`config.mk`:
```
export PLATFORM = sky130hd
export DESIGN_NAME = ps2_receiver
export DESIGN_NICKNAME = d
export VERILOG_FILES = /design/src/rtl/ps2_pkg.sv /design/src/rtl/ps2_line_filter.sv /design/src/rtl/ps2_receiver.sv
export SDC_FILE = /design/constraint.sdc
export NUM_CORES = 1
export LEC_CHECK = 0
export ABC_AREA = 1
export BUFFER_PORTS_ARGS = -buffer_cell sky130_fd_sc_hd__buf_4
export CORE_AREA = 3 3 77 79
export CTS_CLUSTER_DIAMETER = 100
export DETAILED_ROUTE_END_ITERATION = 7
export DIE_AREA = 0 0 80 82
export PLACE_DENSITY_LB_ADDON = 0.1
export SYNTH_ARGS = -nofsm -noshare
export SYNTH_HDL_FRONTEND = slang
export SYNTH_SLANG_ARGS = --single-unit
```
`constraint.sdc`:
```
create_clock -name clock -period 3.19 [get_ports clock]
set_input_delay 0.638 -clock clock [delete_from_list [all_inputs] [get_ports clock]]
set_output_delay 0.638 -clock clock [all_outputs]
set_load 0.03 [all_outputs]
```
`src/rtl/ps2_pkg.sv`:
```
// Shared types and constants for the PS/2 keyboard receiver.
package ps2_pkg;

  // Frame deserializer states.
  typedef enum logic [1:0] {
    IDLE   = 2'd0,
    DATA   = 2'd1,
    PARITY = 2'd2,
    STOP   = 2'd3
  } ps2_state_t;

  // Scan-code prefixes: break (key release) and extended-key.
  localparam logic [7:0] PS2_BREAK = 8'hF0;
  localparam logic [7:0] PS2_EXT   = 8'hE0;

  // Data bits carried by one frame.
  localparam int PS2_FRAME_BITS = 8;

  // Odd parity holds when data plus parity bit contain an odd number of ones.
  function automatic logic ps2_parity_ok(input logic [7:0] data, input logic parity);
    return ^{data, parity};
  endfunction

endpackage

```
`src/rtl/ps2_line_filter.sv`:
```
// Two-flop synchronizers for both PS/2 pins, a deglitch counter on the
// clock line and a one-cycle strobe on each filtered falling edge.
module ps2_line_filter #(
  parameter int unsigned FILTER_LEN = 4
) (
  input  logic clock,
  input  logic reset,
  input  logic ps2_clock,
  input  logic ps2_data,
  output logic fclk,
  output logic strobe,
  output logic data_sync
);

  localparam logic [3:0] FILT_LAST = 4'(FILTER_LEN - 1);

  // Bit 0 carries the clock pin, bit 1 the data pin.
  logic [1:0] raw_pins;
  logic [1:0] meta_reg;
  logic [1:0] sync_reg;

  logic [3:0] cnt_reg, cnt_next;
  logic       fclk_reg, fclk_next;
  logic       strobe_reg;

  assign raw_pins = {ps2_data, ps2_clock};

  for (genvar gi = 0; gi < 2; gi++) begin : g_sync
    // Two-stage synchronizer per pin; idle lines are high, so reset to 1.
    always_ff @(posedge clock) begin
      if (reset) begin
        meta_reg[gi] <= 1'b1;
        sync_reg[gi] <= 1'b1;
      end else begin
        meta_reg[gi] <= raw_pins[gi];
        sync_reg[gi] <= meta_reg[gi];
      end
    end
  end

  // Filtered clock only follows the line after FILTER_LEN disagreeing samples.
  always_comb begin
    fclk_next = fclk_reg;
    cnt_next  = cnt_reg;
    if (sync_reg[0] == fclk_reg) begin
      cnt_next = 4'd0;
    end else if (cnt_reg == FILT_LAST) begin
      fclk_next = sync_reg[0];
      cnt_next  = 4'd0;
    end else begin
      cnt_next = cnt_reg + 4'd1;
    end
  end

  // Filter state and falling-edge strobe, aligned with the cycle fclk drops.
  always_ff @(posedge clock) begin
    if (reset) begin
      cnt_reg    <= 4'd0;
      fclk_reg   <= 1'b1;
      strobe_reg <= 1'b0;
    end else begin
      cnt_reg    <= cnt_next;
      fclk_reg   <= fclk_next;
      strobe_reg <= fclk_reg & ~fclk_next;
    end
  end

  assign fclk      = fclk_reg;
  assign strobe    = strobe_reg;
  assign data_sync = sync_reg[1];

endmodule

```
`src/rtl/ps2_receiver.sv`:
```
// PS/2 keyboard receiver: frame deserializer with parity/stop checking,
// mid-frame timeout and optional break/extended-prefix suppression.
module ps2_receiver
  import ps2_pkg::*;
#(
  parameter int unsigned FILTER_LEN     = 4,
  parameter int unsigned TIMEOUT_CYCLES = 5000,
  parameter bit          SUPPRESS_BREAK = 1'b1
) (
  input  logic       clock,
  input  logic       reset,
  input  logic       ps2_clock,
  input  logic       ps2_data,
  output logic       ps2_key_pressed,
  output logic [7:0] ps2_out,
  output logic       frame_error
);

  localparam int unsigned TW         = $clog2(TIMEOUT_CYCLES + 1);
  localparam logic [TW-1:0] TO_LAST  = TW'(TIMEOUT_CYCLES - 1);
  localparam logic [2:0]  LAST_BIT   = 3'(PS2_FRAME_BITS - 1);

  logic fclk;
  logic strobe;
  logic data_sync;

  ps2_state_t     state_reg, state_next;
  logic [2:0]     bit_cnt_reg, bit_cnt_next;
  logic [7:0]     shreg_reg, shreg_next;
  logic           parity_reg, parity_next;
  logic [TW-1:0]  timeout_reg, timeout_next;
  logic           break_reg, break_next;
  logic [7:0]     out_reg, out_next;
  logic           key_reg, key_next;
  logic           err_reg, err_next;

  ps2_line_filter #(
    .FILTER_LEN(FILTER_LEN)
  ) u_filter (
    .clock    (clock),
    .reset    (reset),
    .ps2_clock(ps2_clock),
    .ps2_data (ps2_data),
    .fclk     (fclk),
    .strobe   (strobe),
    .data_sync(data_sync)
  );

  // A strobe marks the cycle fclk has just fallen, so fclk must be low then.
  assert property (@(posedge clock) disable iff (reset) strobe |-> !fclk);

  // Frame sequencing, timeout supervision and delivery decision.
  always_comb begin
    state_next   = state_reg;
    bit_cnt_next = bit_cnt_reg;
    shreg_next   = shreg_reg;
    parity_next  = parity_reg;
    timeout_next = '0;
    break_next   = break_reg;
    out_next     = out_reg;
    key_next     = 1'b0;
    err_next     = 1'b0;

    if (state_reg != IDLE && !strobe) begin
      timeout_next = timeout_reg + TW'(1);
    end

    case (state_reg)
      IDLE: begin
        // A high start bit is a spurious edge and is ignored.
        if (strobe && !data_sync) begin
          state_next   = DATA;
          bit_cnt_next = 3'd0;
        end
      end
      DATA: begin
        if (strobe) begin
          shreg_next   = {data_sync, shreg_reg[7:1]};
          bit_cnt_next = bit_cnt_reg + 3'd1;
          if (bit_cnt_reg == LAST_BIT) begin
            state_next = PARITY;
          end
        end
      end
      PARITY: begin
        if (strobe) begin
          parity_next = data_sync;
          state_next  = STOP;
        end
      end
      STOP: begin
        if (strobe) begin
          state_next = IDLE;
          if (data_sync && ps2_parity_ok(shreg_reg, parity_reg)) begin
            if (SUPPRESS_BREAK) begin
              if (shreg_reg == PS2_BREAK) begin
                break_next = 1'b1;
              end else if (shreg_reg == PS2_EXT) begin
                // Extended prefix is dropped without touching break state.
              end else if (break_reg) begin
                break_next = 1'b0;
              end else begin
                out_next = shreg_reg;
                key_next = 1'b1;
              end
            end else begin
              out_next = shreg_reg;
              key_next = 1'b1;
            end
          end else begin
            err_next   = 1'b1;
            break_next = 1'b0;
          end
        end
      end
      default: state_next = IDLE;
    endcase

    // Stalled frame: abandon it. A strobe in the same cycle takes priority.
    if (state_reg != IDLE && !strobe && timeout_reg == TO_LAST) begin
      state_next   = IDLE;
      err_next     = 1'b1;
      break_next   = 1'b0;
      timeout_next = '0;
    end
  end

  // Receiver state registers.
  always_ff @(posedge clock) begin
    if (reset) begin
      state_reg   <= IDLE;
      bit_cnt_reg <= 3'd0;
      shreg_reg   <= 8'h00;
      parity_reg  <= 1'b0;
      timeout_reg <= '0;
      break_reg   <= 1'b0;
      out_reg     <= 8'h00;
      key_reg     <= 1'b0;
      err_reg     <= 1'b0;
    end else begin
      state_reg   <= state_next;
      bit_cnt_reg <= bit_cnt_next;
      shreg_reg   <= shreg_next;
      parity_reg  <= parity_next;
      timeout_reg <= timeout_next;
      break_reg   <= break_next;
      out_reg     <= out_next;
      key_reg     <= key_next;
      err_reg     <= err_next;
    end
  end

  assign ps2_key_pressed = key_reg;
  assign ps2_out         = out_reg;
  assign frame_error     = err_reg;

endmodule

```
==> impl_metrics.env <==
export IMPL_finalSetupViolations=0
export IMPL_cts_root_buf="clkbuf_8"
export IMPL_avgViaCountPerCell=4.731
export IMPL_area_growth_syn_to_layout_pct=11.13
export IMPL_critical_path_peak_fanout=16
export IMPL_path_clk_slew_ns=0.09
export IMPL_gp_congestion=0.7982
export IMPL_grt_max_degree=18
export IMPL_arrival_ns=2.00
export IMPL_largest_reg_flops=13
export IMPL_cts_buffer_depth=2
export IMPL_grt_util_all_layers=0.1432
export IMPL_grt_antenna_before_repair=0
export IMPL_p_int_mw=0.8660
export IMPL_tns_ns=0
export IMPL_cts_resized_gates=0
export IMPL_static_leakage_power_nw=1.116
export IMPL_dr_pass1_iters=4
export IMPL_max_cap_violations=0
export IMPL_reg2reg_slack_ns=1.42
export IMPL_die_x_um=80
export IMPL_grt_pass1_wl_um=7355
export IMPL_hold_worst_slack_ns=0.4063
export IMPL_timing_rr_end="bit_cnt_reg[2]$_SDFFE_PP0P_"
export IMPL_power_per_cell_area_nw_per_um2=469.4
export IMPL_min_from="u_filter.meta_reg[0]$_SDFF_PP1_"
export IMPL_switching_share=0.2931
export IMPL_p_switching_mw=0.3591
export IMPL_finalHoldViolCount=0
export IMPL_syn_inst=321
export IMPL_die_area_um2=6560
export IMPL_cp_start_kind="flop"
export IMPL_vias=1935
export IMPL_relSlewSlack=0.6207
export IMPL_cp_required_ns=3.42
export IMPL_cts_hold_buf=0
export IMPL_drtIter0Drc=101
export IMPL_r2r_start="state_reg[1]$_SDFFE_PP0P_"
export IMPL_ys_flop_type="dfxtp_1"
export IMPL_end_kind="flop"
export IMPL_post_cts_buffers=0
export IMPL_port_buffers=13
export IMPL_netlist_cell_type_count=31
export IMPL_irDropWorstVdd_mv=0.2379
export IMPL_hold_end="u_filter.sync_reg[0]$_SDFF_PP1_"
export IMPL_hp_class="reg -> reg"
export IMPL_syn_area_um2=2349
export IMPL_worst_pin_slew_ns=0.5682
export IMPL_drc=0
export IMPL_yosysSeqAreaShare=0.4092
export IMPL_start_util=0.4345
export IMPL_htree_levels=2
export IMPL_synth_edf_count=0
export IMPL_wirelength_um=4299
export IMPL_wl_per_cell_um=10.51
export IMPL_post_synth_cell_area_avg_um2=7.316
export IMPL_fin_crit_ns=1.769
export IMPL_critical_path_class="reg -> reg"
export IMPL_hpwl_um=3133
export IMPL_power_frac_comb=0.161
export IMPL_reg2regPathDepth=8
export IMPL_grt_pass1_vias=1741
export IMPL_drtAntennaViolNets=0
export IMPL_numCtsBuffers=5
export IMPL_finClkSkew_ns=0.007879
export IMPL_antenna_cells=0
export IMPL_rsz0062_at_grt="false"
export IMPL_yosysWarnings=0
export IMPL_ys_ff_latch=48
export IMPL_fmax_ghz=0.5654
export IMPL_die_y_um=82
export IMPL_async_flop_share=0
export IMPL_grt_overflow=0
export IMPL_cts_tree="yes"
export IMPL_clkPwrFrac=0.315
export IMPL_clock_sinks=48
export IMPL_drive_gt1_frac=0.1513
export IMPL_rows=27
export IMPL_pin_count=14
export IMPL_clock_latency_ns=0.30
export IMPL_synth_fp_nets=334
export IMPL_coreArea_um2=5405
export IMPL_min_path_cells=1
export IMPL_slew_viol_final=0
export IMPL_nets=349
export IMPL_status="complete, no violations"
export IMPL_seq_power_share=0.524
export IMPL_min_period_over_period=0.5544
cells in the final DEF, fill, tap and decap left out, types with 2 or more instances in the layout:
cell type	n
nor2_1	33
nand2_4	2
xor2_1	7
inv_1	44
clkbuf_8	6
ha_1	9
nor3_1	5
nand4_1	9
inv_2	7
nand2_2	7
dfxtp_1	48
o21ai_0	12
nand3_1	13
or2_2	8
buf_4	13
o211ai_1	2
a211oi_1	3
xnor2_1	3
a21oi_1	21
nand2_1	72
cell families after synthesis:
kind of cell	after synthesis	share of synthesized area
buffers and inverters	57	0.09270
and+or+nand+nor	157	0.3197
adders and majority gates	9	0.04795
xor gates and xnor gates	10	0.03730
DFF	48	0.4092
AOI/OAI and AO/OA	40	0.09323
metal layers:
metal / wire length (um) / track usage / up-vias / share of wire
li1: - / - / 1046 / -
met2: 2101 / 0.2492 / 17 / 0.49
met4: 29 / 0.04561 / 0 / 0.0067
met3: 118 / 0.03289 / 2 / 0.027
met5: 0 / 0 / - / 0
met1: 2049 / 0.1751 / 870 / 0.48
power groups by stage:
stage                     clock [mW]  sequential (mW)  combinational (mW)
after CTS                      0.404            0.643               0.201
after floorplan                    0            0.651               0.162
after global placement             0            0.655               0.195
final                          0.385            0.642               0.197
after detailed placement           0            0.657               0.199
after global routing           0.422            0.645               0.239
through the flow:
step	cells	util	cell area [um^2]	setup slack (ns)	total power, mW
3_3_place_gp	401	0.4650	2514	1.326	0.8503
5_1_grt	409	0.4829	2610	1.140	1.307
4_1_cts	409	0.4829	2610	1.373	1.248
3_5_place_dp	401	0.4650	2514	1.258	0.8562
6_report	409	0.4829	2610	1.421	1.225
2_1_floorplan	321	-	2349	1.841	0.8137
layout make-up:
| type | instances | area [um^2] |
|---|---|---|
| well taps | 72 | 90.09 |
| clock buffers | 6 | 82.58 |
| multi-input cells | 216 | 1170 |
| inverters | 52 | 195.2 |
| flip-flops and latches | 48 | 960.9 |
| clock inverters | 2 | 13.76 |
| fillers | 578 | 2795 |
| repair buffers | 13 | 97.59 |
worst max-delay path by stage:
stage	end	slack [ns]	cells after the start	startpoint
3_5_place_dp	timeout_reg[2]$_SDFF_PP0_	1.26	6	reset
6_report	bit_cnt_reg[2]$_SDFFE_PP0P_	1.42	8	state_reg[1]$_SDFFE_PP0P_
3_3_place_gp	timeout_reg[2]$_SDFF_PP0_	1.33	6	reset
2_1_floorplan	timeout_reg[10]$_SDFF_PP0_	1.84	11	state_reg[0]$_SDFFE_PP0P_
4_1_cts	bit_cnt_reg[2]$_SDFFE_PP0P_	1.37	8	state_reg[1]$_SDFFE_PP0P_
5_1_grt	bit_cnt_reg[2]$_SDFFE_PP0P_	1.14	8	state_reg[1]$_SDFFE_PP0P_
synth_stat cells, types with 2 or more instances:
library cell  number  area share
ha_1               9       0.048
nand2_1           72        0.12
nand2_4            2      0.0096
nor2_1            33       0.053
inv_2              7       0.011
dfxtp_1           48        0.41
clkbuf_1           4      0.0064
o211ai_1           2      0.0064
nand2_2            7       0.019
or2_2              8       0.021
nand3_1           13       0.028
a211oi_1           3      0.0096
xor2_1             7       0.026
o21ai_0           12       0.026
nor3_1             5       0.011
nand4_1            9       0.024
a21oi_1           21       0.045
inv_1             44       0.070
xnor2_1            3       0.011
critical path, stage by stage (launching register included):
cell     delay, ns
dfxtp_1       0.34
inv_1         0.12
ha_1          0.30
nand2_1       0.33
o21ai_0       0.17
nand2_1       0.14
inv_1         0.10
nand3_1       0.07
a21oi_1       0.13
Power figures use the tool's default switching activity.
